**src/rtl/regfile_write_arbiter_pkg.sv**
```systemverilog
// Shared constants for the register-file write-back arbiter.
// Register 0 is hard-wired, so writes aimed at it are dropped and counted.
package regfile_write_arbiter_pkg;

  localparam int REG_NUM   = 32;
  localparam int REG_IDX_W = 5;
  localparam int DATA_W    = 32;
  localparam int ZERO_REG  = 0;

  localparam logic [7:0] DROP_CNT_MAX = 8'hFF;

endpackage

```
**src/rtl/regfile_write_arbiter_rr_arbiter.sv**
```systemverilog
// Round-robin grant logic for the write-back arbiter.
// The grant is combinational and the rotating pointer is registered.
module rr_arbiter #(
  parameter int NUM_REQ = 3
) (
  input  logic               clk,
  input  logic               reset,
  input  logic [NUM_REQ-1:0] reqValid,
  output logic [NUM_REQ-1:0] grant
);

  localparam int PTR_W = (NUM_REQ > 1) ? $clog2(NUM_REQ) : 1;

  logic [PTR_W-1:0] rrPtr;
  logic [PTR_W-1:0] rrPtrNext;
  logic             found;

  // First pass covers requesters at or after the pointer, second pass wraps to 0.
  always_comb begin
    grant     = '0;
    rrPtrNext = rrPtr;
    found     = 1'b0;
    if (!reset) begin
      for (int i = 0; i < NUM_REQ; i++) begin
        if (!found && reqValid[i] && (i >= int'(rrPtr))) begin
          grant[i]  = 1'b1;
          found     = 1'b1;
          rrPtrNext = (i == NUM_REQ - 1) ? '0 : PTR_W'(i + 1);
        end
      end
      for (int i = 0; i < NUM_REQ; i++) begin
        if (!found && reqValid[i]) begin
          grant[i]  = 1'b1;
          found     = 1'b1;
          rrPtrNext = (i == NUM_REQ - 1) ? '0 : PTR_W'(i + 1);
        end
      end
    end
  end

  always_ff @(posedge clk) begin
    if (reset) begin
      rrPtr <= '0;
    end else begin
      rrPtr <= rrPtrNext;
    end
  end

endmodule

```
**src/rtl/regfile_write_arbiter.sv**
```systemverilog
// Round-robin write-back arbiter feeding one register-file write port.
// Define WB_FORWARD_EN to enable bypass of the registered write to two read ports.
module regfile_write_arbiter #(
  parameter int NUM_REQ   = 3,
  parameter int REG_IDX_W = regfile_write_arbiter_pkg::REG_IDX_W
) (
  input  logic                                            clk,
  input  logic                                            reset,
  input  logic [NUM_REQ-1:0]                              reqValid,
  input  logic [NUM_REQ*REG_IDX_W-1:0]                    reqIndex,
  input  logic [NUM_REQ*regfile_write_arbiter_pkg::DATA_W-1:0] reqValue,
  output logic [NUM_REQ-1:0]                              reqReady,
  output logic                                            wrEn,
  output logic [REG_IDX_W-1:0]                            wrIndex,
  output logic [regfile_write_arbiter_pkg::DATA_W-1:0]    wrValue,
  output logic [7:0]                                      zeroDrops,
  input  logic [REG_IDX_W-1:0]                            fwdIndexA,
  input  logic [REG_IDX_W-1:0]                            fwdIndexB,
  output logic                                            fwdHitA,
  output logic                                            fwdHitB,
  output logic [regfile_write_arbiter_pkg::DATA_W-1:0]    fwdValueA,
  output logic [regfile_write_arbiter_pkg::DATA_W-1:0]    fwdValueB
);

  import regfile_write_arbiter_pkg::*;

  logic                 grantAny;
  logic [REG_IDX_W-1:0] selIndex;
  logic [DATA_W-1:0]    selValue;
  logic                 selIsZero;

  rr_arbiter #(
    .NUM_REQ (NUM_REQ)
  ) uArb (
    .clk      (clk),
    .reset    (reset),
    .reqValid (reqValid),
    .grant    (reqReady)
  );

  // One-hot grant lets the data mux be a plain AND-OR.
  always_comb begin
    selIndex = '0;
    selValue = '0;
    for (int i = 0; i < NUM_REQ; i++) begin
      if (reqReady[i]) begin
        selIndex = selIndex | reqIndex[i*REG_IDX_W +: REG_IDX_W];
        selValue = selValue | reqValue[i*DATA_W +: DATA_W];
      end
    end
  end

  assign grantAny  = |reqReady;
  assign selIsZero = (selIndex == REG_IDX_W'(ZERO_REG));

  // Index and value stay 0 whenever no write is issued.
  always_ff @(posedge clk) begin
    if (reset) begin
      wrEn    <= 1'b0;
      wrIndex <= '0;
      wrValue <= '0;
    end else if (grantAny && !selIsZero) begin
      wrEn    <= 1'b1;
      wrIndex <= selIndex;
      wrValue <= selValue;
    end else begin
      wrEn    <= 1'b0;
      wrIndex <= '0;
      wrValue <= '0;
    end
  end

  always_ff @(posedge clk) begin
    if (reset) begin
      zeroDrops <= '0;
    end else if (grantAny && selIsZero && (zeroDrops != DROP_CNT_MAX)) begin
      zeroDrops <= zeroDrops + 8'd1;
    end
  end

`ifdef WB_FORWARD_EN
  assign fwdHitA   = wrEn && (wrIndex == fwdIndexA);
  assign fwdHitB   = wrEn && (wrIndex == fwdIndexB);
  assign fwdValueA = fwdHitA ? wrValue : '0;
  assign fwdValueB = fwdHitB ? wrValue : '0;
`else
  logic unusedFwdIndex;
  assign unusedFwdIndex = ^{fwdIndexA, fwdIndexB};
  assign fwdHitA   = 1'b0;
  assign fwdHitB   = 1'b0;
  assign fwdValueA = '0;
  assign fwdValueB = '0;
`endif

endmodule

```
**config.mk**
```make
export PLATFORM = sky130hd
export DESIGN_NAME = regfile_write_arbiter
export DESIGN_NICKNAME = d
export VERILOG_FILES = /design/src/rtl/regfile_write_arbiter_pkg.sv /design/src/rtl/regfile_write_arbiter_rr_arbiter.sv /design/src/rtl/regfile_write_arbiter.sv
export SDC_FILE = /design/constraint.sdc
export NUM_CORES = 1
export LEC_CHECK = 0
export ABC_AREA = 1
export BUFFER_PORTS_ARGS = -buffer_cell sky130_fd_sc_hd__buf_2
export CORE_ASPECT_RATIO = 0.8
export CORE_MARGIN = 3
export CORE_UTILIZATION = 30
export CTS_CLUSTER_SIZE = 24
export DETAILED_ROUTE_END_ITERATION = 6
export REMOVE_ABC_BUFFERS = 1
export SETUP_SLACK_MARGIN = 0.02
export SYNTH_ARGS = -nofsm -noshare
export SYNTH_HDL_FRONTEND = slang
export SYNTH_SLANG_ARGS = --single-unit
```
**constraint.sdc**
```tcl
create_clock -name clk -period 1.98 [get_ports clk]
set_input_delay 0 -clock clk [delete_from_list [all_inputs] [get_ports clk]]
set_output_delay 0 -clock clk [all_outputs]
set_load 0.02 [all_outputs]
```
==> flow_metrics.env <==
export IMPL_status="completed"
export IMPL_diodes=0
export IMPL_initial_core_util_pct=31.7
export IMPL_path_class="reg -> reg"
export IMPL_cts_tree="done"
export IMPL_yosys_warnings=0
export IMPL_endpoint_kind="register"
export IMPL_drive_gt1_share_pct=46.5
export IMPL_crit_chain="inv_2 > nand2_2 > nand4_1 > nand2_2 > nand3_1 > nand2_1 > inv_2 > nand2_2 > nor2_4 > nand3_4 > clkbuf_16 > o21ai_2 > inv_2"
export IMPL_synth_edf_count=0
export IMPL_crit_path_start="uArb.rrPtr[1]"
export IMPL_h_tree_depth=2
export IMPL_drtIter0Drc=84
export IMPL_r2r_start="uArb.rrPtr[1]"
export IMPL_synth_compound_area_share_pct=19.3
export IMPL_period_share_pct=90.1
export IMPL_drc_errors=0
export IMPL_fp_row_count=32
export IMPL_crit_family="simple AND/OR/NAND/NOR gates"
export IMPL_critPathMaxFanout=16
export IMPL_power_density_nw_per_um2=789
export IMPL_yosys_area_share_adder_pct=0.397
export IMPL_critPathArrivalTime_ns=1.96
export IMPL_fin_tns_setup_ns=0
export IMPL_min_path_type="in -> reg"
export IMPL_synth_sequential_area_ratio_pct=30.5
export IMPL_grt_overflow=0
export IMPL_fin_nets=700
export IMPL_vias=2928
export IMPL_clk_latency_ns=0.28
export IMPL_netlist_instances=408
export IMPL_grt_usage_pct=13.3
export IMPL_setup_viol=0
export IMPL_drt_pass1_iter_count=4
export IMPL_ys_seq_elements=48
export IMPL_slowest_delay_ns=0.34
export IMPL_rsz0062_at_grt="false"
export IMPL_p_leak_uw=0.00244
export IMPL_layout_common_cells="164 x buf_2, 66 x conb_1, 47 x inv_1, 47 x dfxtp_1, 39 x nor2_1"
export IMPL_synthArstFlopShare_pct=0
export IMPL_cts_clk_slew_worst_paths_ns=0.07
export IMPL_synth_cell_types=31
export IMPL_slowest_stage="dfxtp_2"
export IMPL_portBuffers=164
export IMPL_globalplace_congestion=0.798
export IMPL_fin_worst_skew_ns=0.00652
export IMPL_dp_hpwl_mm=6.88
export IMPL_grt_pass1_vias=2811
export IMPL_period_minus_slack_ns=1.78
export IMPL_area_growth_pct=29.3
export IMPL_routed_wl_mm=8.58
export IMPL_ios=241
export IMPL_viasPerCell=4.12
export IMPL_cts_sinks=48
export IMPL_cp_num_buf_inv=4
export IMPL_grt_start_max_net_pins=34
export IMPL_synthesis_area_um2=3150
export IMPL_antenna_found_initial=0
export IMPL_die_area_um2=11800
export IMPL_synthesis_area_per_instance_um2=7.72
export IMPL_synth_simple_gate_area_share_pct=19.5
export IMPL_dp_slack_ns=0.184
export IMPL_fp_dieH_um=97.6
export IMPL_worstSetupStartpointType="register"
export IMPL_synthXorXnorAreaFrac_pct=1.67
export IMPL_maxCapViolCount=0
export IMPL_drv_slew=0
export IMPL_cts_buffer_depth=2
export IMPL_postCtsSetupBuffers=0
export IMPL_hold_viol_final=0
export IMPL_fmax_ghz=0.561
export IMPL_core_area_um2=9930
export IMPL_synth_top_family_by_area="buffers and inverters"
export IMPL_grt_pass1_wl_mm=13.0
export IMPL_finish_utilization_pct=41.0
export IMPL_yosys_most_used_dff="dfxtp_1"
export IMPL_dieWidth_um=121
export IMPL_max_vdd_ir_drop_uv=283
export IMPL_cts_root_buf="clkbuf_16"
export IMPL_hp_start="reqValue[37]"
export IMPL_synthMuxAreaShare_pct=0
export IMPL_totalPowerFinal_uw=3210
export IMPL_layout_commonest_cell="buf_2"
export IMPL_worst_slack_ns=0.197
export IMPL_antenna_left=0
export IMPL_cts_inserted_buffers=5
export IMPL_cp_required_ns=2.16
export IMPL_routedWlPerCell_um=12.1
[synthesized netlist by cell type (2+ instances only)]
master / n / share of area, %
buf_4: 66 / 16
dfxtp_1: 48 / 31
inv_1: 47 / 5.6
nor2_1: 39 / 4.6
inv_2: 38 / 4.5
a22o_1: 32 / 8.9
o21ai_2: 29 / 8.1
nand3_1: 27 / 4.3
nand2_1: 23 / 2.7
buf_2: 7 / 1.1
a21oi_1: 6 / 0.95
nand2_2: 6 / 1.2
clkbuf_1: 4 / 0.48
nand2_4: 4 / 1.4
nand3_2: 4 / 1.3
o21ai_0: 4 / 0.64
buf_6: 3 / 1.1
nand4_1: 3 / 0.60
xnor2_1: 3 / 0.83
xor2_1: 3 / 0.83
nor2_8: 2 / 1.3
[path summary, 6_finish.rpt]
kind	endpoint	cells after the start	slack (ns)
setup / recovery	wrValue[20]	13	0.20
hold reg to reg	zeroDrops[4]	2	0.52
setup reg to reg	wrValue[20]	13	0.20
hold / removal	wrValue[5]	4	0.03
[metal layers]
metal / global-route usage, % / vias to the layer above / share of wire [%]
met5: 0 / - / 0
met4: 2.44 / 0 / 0.61
met3: 2.74 / 4 / 6.3
met2: 24.9 / 100 / 54
met1: 15.7 / 1344 / 39
li1: - / 1480 / -
[state kept, by name, indices dropped and copies added (netlist names)]
register,flops
uArb.rrPtr,2
wrEn,1
zeroDrops,8
wrIndex,5
wrValue,32
[worst min-delay path, cell delays in order]
cell	delay, ns
buf_2	0.08
a22o_1	0.13
o21ai_2	0.05
inv_2	0.03
[power by group]
group | switching, µW | internal, µW | leakage [µW]
Clock | 347 | 594 | 0.0000808
Sequential | 34.7 | 1080 | 0.000395
Combinational | 744 | 409 | 0.00196
[what timing repair did]
item                                    4_1_cts  5_1_grt
hold endpoints to repair                      6        0
resized for setup                             0        2
endpoints found under the setup margin        0       15
hold buffers                                  1        0
[per-stage QoR]
stage	instances	hold slack, ns	cell area (µm²)
detailed placement	700	0.275	3870
global placement	700	0.263	3870
finish	710	0.0291	4070
global route	710	0.0333	4070
CTS	709	0.0253	4040
floorplan	393	0.0691	2810
[layout make-up]
| class | count | area, µm² |
|---|---|---|
| fill | 1063 | 5860 |
| multi-input combinational | 260 | 1530 |
| sequential | 48 | 962 |
| timing repair buffer | 173 | 921 |
| inverter | 85 | 322 |
| tap | 136 | 170 |
| clock buffer | 6 | 129 |
| clock inverter | 2 | 35.0 |
[cells by family after synthesis]
family / after synthesis
buffers and inverters: 165
AO/OA/AOI/OAI: 74
other: 1
AND/OR/NAND/NOR: 113
flip-flops: 48
adder cells (fa/ha/maj): 1
XOR/XNOR: 6
No activity file was read; power rests on OpenSTA's default activity.
